## config.mk

```make
export PLATFORM = sky130hd
export DESIGN_NAME = rc4_key_search_ctrl
export DESIGN_NICKNAME = d
export VERILOG_FILES = /design/src/rtl/rc4_key_search_ctrl.sv
export SDC_FILE = /design/constraint.sdc
export NUM_CORES = 1
export LEC_CHECK = 0
export BUFFER_PORTS_ARGS = -buffer_cell sky130_fd_sc_hd__buf_4
export CAP_MARGIN = 20
export CORE_UTILIZATION = 44
export DETAILED_ROUTE_END_ITERATION = 7
export PLACE_DENSITY = 0.76
export SLEW_MARGIN = 10
export SYNTH_ARGS = -nofsm -noshare
export SYNTH_HDL_FRONTEND = slang
export SYNTH_SLANG_ARGS = --single-unit
```

## constraint.sdc

```tcl
create_clock -name clk -period 2.9 [get_ports clk]
set_input_delay 0.435 -clock clk [delete_from_list [all_inputs] [get_ports clk]]
set_output_delay 0.435 -clock clk [all_outputs]
set_load 0.02 [all_outputs]
```

## src/rtl/rc4_key_search_ctrl.sv

```systemverilog
// Top-level RC4 key-search sequencer: init -> KSA -> decrypt per candidate key, with a shared S-memory port.
// Optional macro KEY_STRIDE2_EN: advance the key by 2 so two instances can split the key space.
module rc4_key_search_ctrl #(
  parameter int               KEY_W     = 24,
  parameter logic [KEY_W-1:0] KEY_FIRST = KEY_W'(24'h000000),
  parameter logic [KEY_W-1:0] KEY_LAST  = KEY_W'(24'h3FFFFF),
  parameter int               ABORT_CYC = 2
) (
  input  logic             clk,
  input  logic             reset,
  input  logic             start,
  output logic [KEY_W-1:0] key,
  output logic             init_start,
  output logic             ksa_start,
  output logic             prga_start,
  input  logic             init_done,
  input  logic             ksa_done,
  input  logic             prga_done,
  output logic             start_over,
  input  logic             new_char,
  input  logic [7:0]       char_data,
  output logic             char_compare,
  input  logic [7:0]       init_addr,
  input  logic [7:0]       init_wrdata,
  input  logic             init_wren,
  input  logic [7:0]       ksa_addr,
  input  logic [7:0]       ksa_wrdata,
  input  logic             ksa_wren,
  input  logic [7:0]       prga_addr,
  input  logic [7:0]       prga_wrdata,
  input  logic             prga_wren,
  output logic [7:0]       s_addr,
  output logic [7:0]       s_wrdata,
  output logic             s_wren,
  output logic             busy,
  output logic             found,
  output logic             fail,
  output logic [KEY_W-1:0] found_key
);

`ifdef KEY_STRIDE2_EN
  localparam int STRIDE = 2;
`else
  localparam int STRIDE = 1;
`endif
  localparam int CNT_W = $clog2(ABORT_CYC + 1);

  typedef enum logic [2:0] {
    ST_IDLE, ST_INIT, ST_KSA, ST_PRGA, ST_ABORT, ST_FOUND, ST_FAIL
  } state_t;

  state_t             state_reg, state_next;
  logic [KEY_W-1:0]   key_reg, key_next;
  logic [CNT_W-1:0]   abort_cnt_reg, abort_cnt_next;
  logic               new_char_q_reg;
  logic               init_start_reg, init_start_next;
  logic               ksa_start_reg, ksa_start_next;
  logic               prga_start_reg, prga_start_next;
  logic               start_over_reg, start_over_next;
  logic               char_compare_reg, char_compare_next;
  logic               busy_reg, busy_next;
  logic               found_reg, found_next;
  logic               fail_reg, fail_next;
  logic [KEY_W-1:0]   found_key_reg, found_key_next;

  logic               char_rise;
  logic               char_ok;
  logic               key_is_last;
  logic [KEY_W-1:0]   key_adv;

  assign char_rise   = new_char && !new_char_q_reg;
  assign char_ok     = ((char_data >= 8'h61) && (char_data <= 8'h7A)) || (char_data == 8'h20);
  // Widened compare so the final step never wraps past KEY_LAST.
  assign key_is_last = ({1'b0, key_reg} + (KEY_W + 1)'(STRIDE)) > {1'b0, KEY_LAST};
  assign key_adv     = key_reg + KEY_W'(STRIDE);

  always_ff @(posedge clk) begin
    if (reset) begin
      state_reg        <= ST_IDLE;
      key_reg          <= KEY_FIRST;
      abort_cnt_reg    <= '0;
      new_char_q_reg   <= 1'b0;
      init_start_reg   <= 1'b0;
      ksa_start_reg    <= 1'b0;
      prga_start_reg   <= 1'b0;
      start_over_reg   <= 1'b0;
      char_compare_reg <= 1'b0;
      busy_reg         <= 1'b0;
      found_reg        <= 1'b0;
      fail_reg         <= 1'b0;
      found_key_reg    <= '0;
    end else begin
      state_reg        <= state_next;
      key_reg          <= key_next;
      abort_cnt_reg    <= abort_cnt_next;
      new_char_q_reg   <= new_char;
      init_start_reg   <= init_start_next;
      ksa_start_reg    <= ksa_start_next;
      prga_start_reg   <= prga_start_next;
      start_over_reg   <= start_over_next;
      char_compare_reg <= char_compare_next;
      busy_reg         <= busy_next;
      found_reg        <= found_next;
      fail_reg         <= fail_next;
      found_key_reg    <= found_key_next;
    end
  end

  // Done flags only count once this phase's start is actually up, so stale levels are ignored.
  always_comb begin
    state_next     = state_reg;
    key_next       = key_reg;
    abort_cnt_next = abort_cnt_reg;
    case (state_reg)
      ST_IDLE: begin
        if (start) begin
          state_next = ST_INIT;
          key_next   = KEY_FIRST;
        end
      end
      ST_INIT: begin
        if (!start)                          state_next = ST_IDLE;
        else if (init_start_reg && init_done) state_next = ST_KSA;
      end
      ST_KSA: begin
        if (!start)                         state_next = ST_IDLE;
        else if (ksa_start_reg && ksa_done) state_next = ST_PRGA;
      end
      ST_PRGA: begin
        if (!start) begin
          state_next = ST_IDLE;
        end else if (prga_start_reg && prga_done) begin
          state_next = ST_FOUND;
        end else if (prga_start_reg && char_rise && !char_ok) begin
          state_next     = ST_ABORT;
          abort_cnt_next = '0;
        end
      end
      ST_ABORT: begin
        if (!start) begin
          state_next = ST_IDLE;
        end else if (abort_cnt_reg == CNT_W'(ABORT_CYC - 1)) begin
          if (key_is_last) begin
            state_next = ST_FAIL;
          end else begin
            state_next = ST_INIT;
            key_next   = key_adv;
          end
        end else begin
          abort_cnt_next = abort_cnt_reg + 1'b1;
        end
      end
      ST_FOUND, ST_FAIL: begin
        if (!start) state_next = ST_IDLE;
      end
      default: state_next = ST_IDLE;
    endcase
  end

  // A phase start rises only after a full cycle in the new state, leaving a one-cycle gap between phases.
  always_comb begin
    init_start_next   = (state_next == ST_INIT) &&
                        ((state_reg == ST_INIT) || (state_reg == ST_IDLE));
    ksa_start_next    = (state_next == ST_KSA) && (state_reg == ST_KSA);
    prga_start_next   = ((state_next == ST_PRGA) && (state_reg == ST_PRGA)) ||
                        (state_next == ST_ABORT);
    start_over_next   = (state_next == ST_ABORT);
    char_compare_next = (state_reg == ST_PRGA) && (state_next == ST_PRGA) &&
                        prga_start_reg && char_rise && char_ok;
    busy_next         = (state_next == ST_INIT) || (state_next == ST_KSA) ||
                        (state_next == ST_PRGA) || (state_next == ST_ABORT);
    found_next        = (state_next == ST_FOUND);
    fail_next         = (state_next == ST_FAIL);
    found_key_next    = (state_next == ST_FOUND) ? key_reg : '0;
  end

  always_comb begin
    s_addr   = 8'h00;
    s_wrdata = 8'h00;
    s_wren   = 1'b0;
    case (state_reg)
      ST_INIT: begin
        s_addr   = init_addr;
        s_wrdata = init_wrdata;
        s_wren   = init_wren;
      end
      ST_KSA: begin
        s_addr   = ksa_addr;
        s_wrdata = ksa_wrdata;
        s_wren   = ksa_wren;
      end
      ST_PRGA, ST_ABORT: begin
        s_addr   = prga_addr;
        s_wrdata = prga_wrdata;
        s_wren   = prga_wren;
      end
      default: ;
    endcase
  end

  assign key          = key_reg;
  assign init_start   = init_start_reg;
  assign ksa_start    = ksa_start_reg;
  assign prga_start   = prga_start_reg;
  assign start_over   = start_over_reg;
  assign char_compare = char_compare_reg;
  assign busy         = busy_reg;
  assign found        = found_reg;
  assign fail         = fail_reg;
  assign found_key    = found_key_reg;

endmodule

```

==> Yosys cells after proc, flatten, opt, wreduce, memory -nomap -nowiden <==
Cells that the tools add are included.
{ "op_classes": {"n_addsub": 3, "magnitude_cmp": 3, "eq_ne": 22, "mux": 27, "bitwise": 1, "reduce_logical": 29} }
{ "op_table": {"columns": ["op", "n"], "rows": [
  ["$mux W24", 4],
  ["$pmux W24 S2", 1],
  ["$pmux W8 S3", 2],
  ["$mux W3", 12],
  ["$add A24 B1 Y25 const B", 1],
  ["$gt A25 B22 Y1 const B", 1],
  ["$add A24 B1 Y24 const B", 1],
  ["$eq A3 B3 Y1 const B", 6],
  ["$pmux W3 S6", 1],
  ["$ne A2 B2 Y1 const B", 8],
  ["$logic_and A1 B1 Y1", 13],
  ["$eq A3 B2 Y1 const B", 4],
  ["$mux W2", 5],
  ["$eq A8 B6 Y1 const B", 1],
  ["$ge A8 B7 Y1 const B", 1],
  ["$le A8 B7 Y1 const B", 1],
  ["$eq A3 B1 Y1 const B", 2],
  ["$logic_or A1 B1 Y1", 6],
  ["$reduce_and A6 Y1", 1],
  ["$reduce_or A2 Y1", 3],
  ["$reduce_and A5 Y1", 1],
  ["$pmux W2 S2", 1],
  ["$reduce_bool A2 Y1", 2],
  ["$logic_not A3 Y1", 1],
  ["other kinds (5)", 6]
]} }
{ "totals": {"reg_bits": 62, "inputBits": 66, "output_inout_bits": 73} }

==> Logic depth before layout (Yosys ltp) <==
Gate-level depths: netlist (run 1).
{ "logic_depth": {"word_depth": 14, "ltp_mapped": 11, "ltp_nobuf": 9} }

==> Worst setup path after synthesis (run 1) <==
No wires, ideal clock.
{ "synth_path": {"kind": "reg-to-reg", "start": "register key_reg[0], in the netlist key[0]", "end": "register found_key_reg[16], in the netlist found_key[16]", "setup_ns": 0.073, "arrival_ns": 2.847, "required_ns": 2.827, "setup_slack_ns": -0.020, "path_stages_with_launch": 12, "path_cell_list": "dfxtp_1 -> ha_1 -> nand4_1 -> nor2_2 -> or4b_1 -> a21oi_1 -> o2111a_2 -> a21oi_4 -> a2111o_1 -> buf_6 -> buf_6 -> nor3_2"} }
{ "synth_between": {"elab_chain_cells": 9} }
{ "synth_rtl": {"columns": ["item", "line_no", "text"], "rows": [
  ["start: declaration", "53", "logic [KEY_W-1:0] key_reg, key_next;"],
  ["start signal: assignment", "94", "key_reg <= key_next;"],
  ["$add A24 B1 Y25", "74", "assign key_is_last = ({1'b0, key_reg} + (KEY_W + 1)'(STRIDE)) > {1'b0, KEY_LAST};"],
  ["$gt A25 B22 Y1", "74", null],
  ["$mux W3", "143", "if (key_is_last) begin"],
  ["$mux W3", "142", "end else if (abort_cnt_reg == CNT_W'(ABORT_CYC - 1)) begin"],
  ["$mux W3", "140", "if (!start) begin"],
  ["$pmux W3 S6", "114", "case (state_reg)"],
  ["$eq A3 B3 Y1", "174", "found_key_next = (state_next == ST_FOUND) ? key_reg : '0;"],
  ["$not A1 Y1 (no line)", null, null],
  ["$reduce_or A2 Y1 (no line)", null, null],
  ["end signal: assignment", "105", "found_key_reg <= found_key_next;"],
  ["end: declaration", "64", "logic [KEY_W-1:0] found_key_reg, found_key_next;"]
]} }
Every way passes these cells.
A chain may end at the register's enable or synchronous reset.

==> Worst setup path after layout (run 1) <==
{ "layout_path": {"start": "register key_reg[0], in the netlist key[0]", "end": "register found_key_reg[3], in the netlist found_key[3]"} }
Same word-level chain as after synthesis.

==> flow_metrics.env, run 1 <==
export IMPL_drtPass1Iterations=5
export IMPL_worst_r2r_setup_slack_ns=0.13
export IMPL_critPathBufInv=2
export IMPL_top_layer_used="met4"
export IMPL_met2RoutedLength_um=5330
export IMPL_critical_path_max_stage_delay_ns=0.41
export IMPL_dpl_hpwl_um=8387
export IMPL_grt_max_degree=30
export IMPL_finClkSkew_ns=0.009414
export IMPL_ir_worst_vdd_v=0.0002641
export IMPL_preCtsSetupSlack_ns=0.06259
export IMPL_worst_setup_path_type="reg -> reg"
export IMPL_floorplan_die_height_um=91.09
export IMPL_worstReg2RegEnd="found_key[3]"
export IMPL_synth_seq_area_share_pct=35.54
export IMPL_worst_hold_path_endpoint="new_char_q_reg"
export IMPL_viasPerCell=5.646
export IMPL_layout_filler_cells=665
export IMPL_cts_num_sinks=62
export IMPL_grt_pass1_vias=3673
export IMPL_globalRouteTotalUtil_pct=27.07
export IMPL_synth_edff_count=0
export IMPL_p_per_area_mw_per_mm2=400.9
export IMPL_vias=3907
export IMPL_synthTopCellsByArea="sky130_fd_sc_hd__dfxtp_1 (36%), sky130_fd_sc_hd__o21ai_0 (6.9%), sky130_fd_sc_hd__mux2_2 (5.5%)"
export IMPL_synth_warnings=0
export IMPL_synthDominantAreaCellType="sky130_fd_sc_hd__dfxtp_1"
export IMPL_layout_nets=654
export IMPL_m1WireLength_um=4762
export IMPL_run_status="finished clean"
export IMPL_count_of_hold_fix_buffers_inserted_at_cts=0
export IMPL_drv_max_cap_violation_count=0
export IMPL_clk_latency_ns=0.35
export IMPL_ys_top_cells_by_count="sky130_fd_sc_hd__dfxtp_1 (62), sky130_fd_sc_hd__o21ai_0 (48), sky130_fd_sc_hd__nand2_1 (38), sky130_fd_sc_hd__inv_1 (30), sky130_fd_sc_hd__nor2_1 (27)"
export IMPL_final_core_density_pct=66.03
export IMPL_post_synth_top_count_cell="sky130_fd_sc_hd__dfxtp_1"
export IMPL_worst_r2r_startpoint="key[0]"
export IMPL_min_path_cells=2
export IMPL_worst_setup_hold_path_clk_slew_ns=0.08
export IMPL_synth_cells=434
export IMPL_power_mw=2.035
export IMPL_chipWidth_um=91.09
export IMPL_tritoncts="yes"
export IMPL_required_ns=3.17
export IMPL_syn_nets=503
export IMPL_hp_start="new_char"
export IMPL_timing_max_transition_violations_final=0
export IMPL_number_of_design_rule_violations_left_after_detail_routing=0
export IMPL_wire_per_inst_um=16.03
export IMPL_grt_antenna_before_repair=0
export IMPL_cts_max_path_buffers=2
export IMPL_drt_wl_total_um=11090
export IMPL_area_growth_syn_to_layout_pct=45.36
export IMPL_cts_htree_levels=3
export IMPL_timing_critical_path_from_type="flop"
export IMPL_static_leakage_nw=2.072
export IMPL_clock_tree_root_cell="sky130_fd_sc_hd__clkbuf_8"
export IMPL_max_freq_mhz=361.0
export IMPL_timing_critical_path_fanout_max=29
export IMPL_overflow=0
export IMPL_coreArea_mm2=0.007687
export IMPL_hp_class="in -> reg"
export IMPL_hold_violation_total_from_the_final_report=0
export IMPL_synth_avg_cell_area_um2=8.046
export IMPL_netlist_area_mm2=0.003492
export IMPL_final_layout_size_suffix_gt1_share_pct=39.15
export IMPL_crit_path_end_kind="flop"
export IMPL_std_cell_rows=32
export IMPL_cts_buffers_inserted=9
export IMPL_cp_arrival_ns=3.04
export IMPL_proportion_of_netlist_area_held_by_the_largest_area_contributor_pct=35.54
export IMPL_worst_path_max_delay_cell="sky130_fd_sc_hd__dfxtp_4"
export IMPL_post_route_period_util_pct=95.53
export IMPL_synth_cell_type_count=52
export IMPL_critical_path_top_delay_family="simple AND/OR/NAND/NOR gates"
export IMPL_maxSlewHeadroom_pct=41.87
export IMPL_crit_chain="inv_1, ha_1, nor4_1, nand2_1, nor4_4, o2111a_2, a21oi_4, a2111o_1, buf_12, nor3_1"
export IMPL_dr_first_iter_drc_count=235
export IMPL_reg2regPathDepth=10
export IMPL_gp_congestion=0.8977
export IMPL_async_reset_ff_share_pct=0
export IMPL_worst_slew_pin_slew_ns=0.8720
export IMPL_layout_setup_ws_ns=0.1297
export IMPL_rsz0062_at_grt="no"
export IMPL_initial_utilization_pct=45.43
export IMPL_timing_final_setup_violations=0
export IMPL_numPortBuffers=138
export IMPL_boundary_pin_count=139
export IMPL_ys_dominant_reg_cell="sky130_fd_sc_hd__dfxtp_1"
export IMPL_grt_pass1_wl_um=17950
export IMPL_antennaDiodeCount=0
export IMPL_routed_length_on_met3_um=775
export IMPL_timing_setup_tns_ns=0
export IMPL_ant_nets=0
export IMPL_synth_seq_cells=62
export IMPL_fp_dieArea_mm2=0.008296
export IMPL_min_period_ns=2.770
report_power, final:
part / switching [mW] / internal (mW)
Combinational: 0.0886 / 0.111
Sequential: 0.00427 / 0.853
Clock: 0.392 / 0.586
Total: 0.485 / 1.55
metal layers:
metal	vias to the layer above	track usage [%]
met2	184	45.14
met4	0	10.19
met3	19	5.863
li1	1876	-
met1	1828	34.09
met5	-	0
placed cells by master (no fill, tap or decap), types with 14 or more instances in the layout:
cell type                 instances
sky130_fd_sc_hd__o31ai_1         14
sky130_fd_sc_hd__a22oi_1         17
sky130_fd_sc_hd__nand2_1         38
sky130_fd_sc_hd__nor2_1          27
sky130_fd_sc_hd__nor3_1          24
sky130_fd_sc_hd__dfxtp_1         59
sky130_fd_sc_hd__o21ai_0         48
sky130_fd_sc_hd__nand3_1         17
sky130_fd_sc_hd__buf_4          168
sky130_fd_sc_hd__inv_1           30
sky130_fd_sc_hd__mux2_2          17
final cells by class:
type / count / area [um2] / area share, %
multi-input cells: 311 / 2016 / 39.71
repair buffers: 171 / 1321 / 26.03
flip-flops and latches: 62 / 1247 / 24.57
clock inverters: 7 / 127.6 / 2.514
well taps: 102 / 127.6 / 2.514
clock buffers: 9 / 123.9 / 2.440
inverters: 30 / 112.6 / 2.218
worst register-to-register path: cells and delay by family (launching register included):
| kind | cells | cell delay (ns) |
|---|---|---|
| buffers and inverters | 2 | 0.27 |
| flip-flops | 1 | 0.41 |
| AO/OA/AOI/OAI | 3 | 0.76 |
| adder cells (fa/ha/maj) | 1 | 0.32 |
| AND/OR/NAND/NOR | 4 | 0.92 |
kinds of logic after synthesis:
kind of cell,count (synthesis),share of synthesized area (%)
adder cells (fa/ha/maj),3,1.075
AND/OR/NAND/NOR,170,27.02
flip-flops,62,35.54
multiplexers,20,6.342
AO/OA/AOI/OAI,113,21.14
XOR/XNOR,5,1.254
buffers and inverters,61,7.632
stage by stage:
stage               instance area (um2)  hold slack [ns]  cells
global route                       5076           0.3003    692
floorplan                          3495           0.4604    434
detailed placement                 4787           0.4970    675
finish                             5076           0.3011    692
global placement                   4787           0.4745    675
CTS                                5039           0.2956    691
timing repair:
action | in CTS | in global routing
resized for setup | 0 | 6
buffers inserted | 0 | 1
setup endpoints to repair | 0 | 48
hold endpoints to repair | 0 | 0
how the worst max path moves through the flow:
stage	end	depth (start not counted)	slack [ns]	startpoint
6_report	found_key[3]	10	0.13	key[0]
5_1_grt	found_key[5]	10	0.007	key[0]
4_1_cts	found_key[3]	10	0.02	key[0]
3_5_place_dp	found_key[0]	10	0.06	key[0]
3_3_place_gp	found_key[7]	10	0.16	key[0]
2_1_floorplan	found_key[16]	11	0.12	key[0]
No activity file was read; power rests on OpenSTA's default activity.
==> run 2: changes to the inputs <==
--- a/config.mk
+++ b/config.mk
@@ -5,11 +5,12 @@
 export SDC_FILE = /design/constraint.sdc
 export NUM_CORES = 1
 export LEC_CHECK = 0
+export ABC_AREA = 1
 export BUFFER_PORTS_ARGS = -buffer_cell sky130_fd_sc_hd__buf_4
 export CAP_MARGIN = 20
-export CORE_UTILIZATION = 44
+export CORE_UTILIZATION = 45
 export DETAILED_ROUTE_END_ITERATION = 7
-export PLACE_DENSITY = 0.76
+export PLACE_DENSITY = 0.77
 export SLEW_MARGIN = 10
 export SYNTH_ARGS = -nofsm -noshare
 export SYNTH_HDL_FRONTEND = slang
==> run 2 against run 1 <==
  * Clock skew grew 0.0013 ns
  * Via count rose by 5.0%
  * Setup slack better by 0.25 ns
  * Sequential power increased by 6.8%
  * Core utilization is 1.4 points lower
  * Area after synthesis up 5.3%
  * Final cell count rose by 18%
  * Combinational power increased by 68%
==> flow_metrics.env, run 2 <==
export IMPL_cts_num_sinks=62
export IMPL_dpl_hpwl_um=8295
export IMPL_clock_tree_root_cell="sky130_fd_sc_hd__clkbuf_8"
export IMPL_required_ns=3.17
export IMPL_vias=4103
export IMPL_rsz0062_at_grt="no"
export IMPL_synth_avg_cell_area_um2=6.520
export IMPL_static_leakage_nw=2.333
export IMPL_boundary_pin_count=139
export IMPL_antennaDiodeCount=0
export IMPL_hold_violation_total_from_the_final_report=0
export IMPL_async_reset_ff_share_pct=0
export IMPL_layout_cells_most_common="sky130_fd_sc_hd__nand2_1"
export IMPL_layout_area_seq_mm2=0.001244
export IMPL_crit_path_end_kind="flop"
export IMPL_grt_max_degree=47
export IMPL_post_route_period_util_pct=87.02
export IMPL_reg2regPathDepth=16
export IMPL_cts_htree_levels=3
export IMPL_synth_cell_type_count=34
export IMPL_syn_nets=633
export IMPL_area_growth_syn_to_layout_pct=37.16
export IMPL_gp_congestion=0.9243
export IMPL_post_synth_top_count_cell="sky130_fd_sc_hd__nand2_1"
export IMPL_ant_nets=0
export IMPL_synth_warnings=0
export IMPL_worst_setup_path_type="reg -> reg"
export IMPL_globalRouteTotalUtil_pct=25.81
export IMPL_final_layout_size_suffix_gt1_share_pct=31.18
export IMPL_grt_pass1_vias=3907
export IMPL_min_path_cells=3
export IMPL_p_per_area_mw_per_mm2=410.7
export IMPL_viasPerCell=5.041
export IMPL_count_of_hold_fix_buffers_inserted_at_cts=0
export IMPL_ys_top_cells_by_count="sky130_fd_sc_hd__nand2_1 (181), sky130_fd_sc_hd__nor2_1 (89), sky130_fd_sc_hd__dfxtp_1 (62), sky130_fd_sc_hd__inv_1 (55), sky130_fd_sc_hd__nand3_1 (38)"
export IMPL_overflow=0
export IMPL_path_common_cell="sky130_fd_sc_hd__nand2_2"
export IMPL_drt_wl_total_um=10680
export IMPL_crit_chain="ha_1, nand2_2, nor2_4, nand2_4, o21ai_0, nand2_1, nor2_1, nand2_1, nor2_1, nand2_1, nand2_2, nand2_2, nand2_2, nand3_4, buf_4, nor3_2"
export IMPL_cts_buffers_inserted=9
export IMPL_floorplan_die_height_um=92.40
export IMPL_grt_antenna_before_repair=0
export IMPL_fin_worst_hold_slack_ns=0.3145
export IMPL_worst_setup_hold_path_clk_slew_ns=0.07
export IMPL_hp_class="in -> reg"
export IMPL_dpl_cell_count=798
export IMPL_multi_input_gate_area_mm2=0.002086
export IMPL_max_freq_mhz=396.3
export IMPL_tritoncts="yes"
export IMPL_run_status="finished clean"
export IMPL_synth_seq_area_share_pct=33.75
export IMPL_std_cell_rows=32
export IMPL_cts_max_path_buffers=2
export IMPL_chipWidth_um=92.40
export IMPL_ir_worst_vdd_v=0.0002102
export IMPL_synthDominantAreaCellType="sky130_fd_sc_hd__dfxtp_1"
export IMPL_wire_per_inst_um=13.11
export IMPL_synthTopCellsByArea="sky130_fd_sc_hd__dfxtp_1 (34%), sky130_fd_sc_hd__nand2_1 (18%), sky130_fd_sc_hd__nor2_1 (9.1%)"
export IMPL_synth_seq_cells=62
export IMPL_timing_critical_path_from_type="flop"
export IMPL_dpl_cell_area_mm2=0.004822
export IMPL_cts_resized=0
export IMPL_final_core_density_pct=64.60
export IMPL_layout_nets=776
export IMPL_fin_cells=814
export IMPL_stdcell_area_mm2=0.005044
export IMPL_ys_dominant_reg_cell="sky130_fd_sc_hd__dfxtp_1"
export IMPL_min_period_ns=2.523
export IMPL_timing_final_setup_violations=0
export IMPL_number_of_design_rule_violations_left_after_detail_routing=0
export IMPL_timing_setup_tns_ns=0
export IMPL_fp_dieArea_mm2=0.008537
export IMPL_layout_filler_cells=718
export IMPL_netlist_area_mm2=0.003677
export IMPL_timing_critical_path_fanout_max=12
export IMPL_power_mw=2.071
export IMPL_cp_arrival_ns=2.80
export IMPL_initial_utilization_pct=47.10
export IMPL_numPortBuffers=138
export IMPL_coreArea_mm2=0.007807
export IMPL_layout_cells_most_common_list="sky130_fd_sc_hd__nand2_1 (181), sky130_fd_sc_hd__buf_4 (149), sky130_fd_sc_hd__nor2_1 (89), sky130_fd_sc_hd__dfxtp_1 (60), sky130_fd_sc_hd__inv_1 (55)"
export IMPL_maxSlewHeadroom_pct=58.56
export IMPL_preCtsSetupSlack_ns=0.2623
export IMPL_timing_max_transition_violations_final=0
export IMPL_synth_edff_count=0
export IMPL_clk_latency_ns=0.35
export IMPL_synth_cells=564
export IMPL_layout_setup_ws_ns=0.3765
export IMPL_drv_max_cap_violation_count=0
export IMPL_worst_path_max_delay_cell="sky130_fd_sc_hd__dfxtp_2"
export IMPL_cts_setup_buffers=0
export IMPL_worst_slew_pin_slew_ns=0.6174
export IMPL_finClkSkew_ns=0.01074
export IMPL_grt_pass1_wl_um=17570
export IMPL_dr_first_iter_drc_count=120
export IMPL_critical_path_max_stage_delay_ns=0.40
export IMPL_proportion_of_netlist_area_held_by_the_largest_area_contributor_pct=33.75
export IMPL_drtPass1Iterations=4
[run 2: cell families (layout without fill, tap and decap cells)]
| family | Yosys count | count (layout) | share of synthesized area (%) |
|---|---|---|---|
| AND/OR/NAND/NOR | 380 | 380 | 47.87 |
| AO/OA/AOI/OAI | 38 | 38 | 6.874 |
| flip-flops | 62 | 62 | 33.75 |
| adder cells (fa/ha/maj) | 3 | 3 | 1.021 |
| buffers and inverters | 77 | 225 | 9.527 |
| XOR/XNOR | 4 | 4 | 0.9529 |
[run 2: cell type report]
class / instances / area share [%]
Clock buffer: 12 / 3.275
Clock inverter: 4 / 1.067
Inverter: 58 / 4.317
Multi-Input combinational cell: 425 / 41.35
Sequential cell: 62 / 24.66
Tap cell: 102 / 2.530
Timing Repair Buffer: 151 / 22.80
[run 2: layer usage]
layer	wire (um)	track usage, %
met1	4358	31.46
met2	5345	44.07
met3	760	5.255
met4	211	10.55
met5	0	0
[run 2: path summary, 6_finish.rpt]
check | from | slack [ns] | end
max | key[1] | 0.38 | found_key[20]
min | new_char | 0.31 | new_char_q_reg
max reg2reg | key[1] | 0.38 | found_key[20]
min reg2reg | abort_cnt_reg[1] | 0.47 | abort_cnt_reg[1]
[run 2: where the power goes]
group | switching [mW] | internal, mW
clock network | 0.353 | 0.468
registers | 0.0394 | 0.875
logic | 0.187 | 0.148
[run 2: worst max-delay path, delay by kind of cell (launching register included)]
kind,cells,cell delay [ns]
compound gates,1,0.22
flops,1,0.40
simple gates,13,1.33
buf+inv,1,0.25
fa+ha+maj,1,0.24
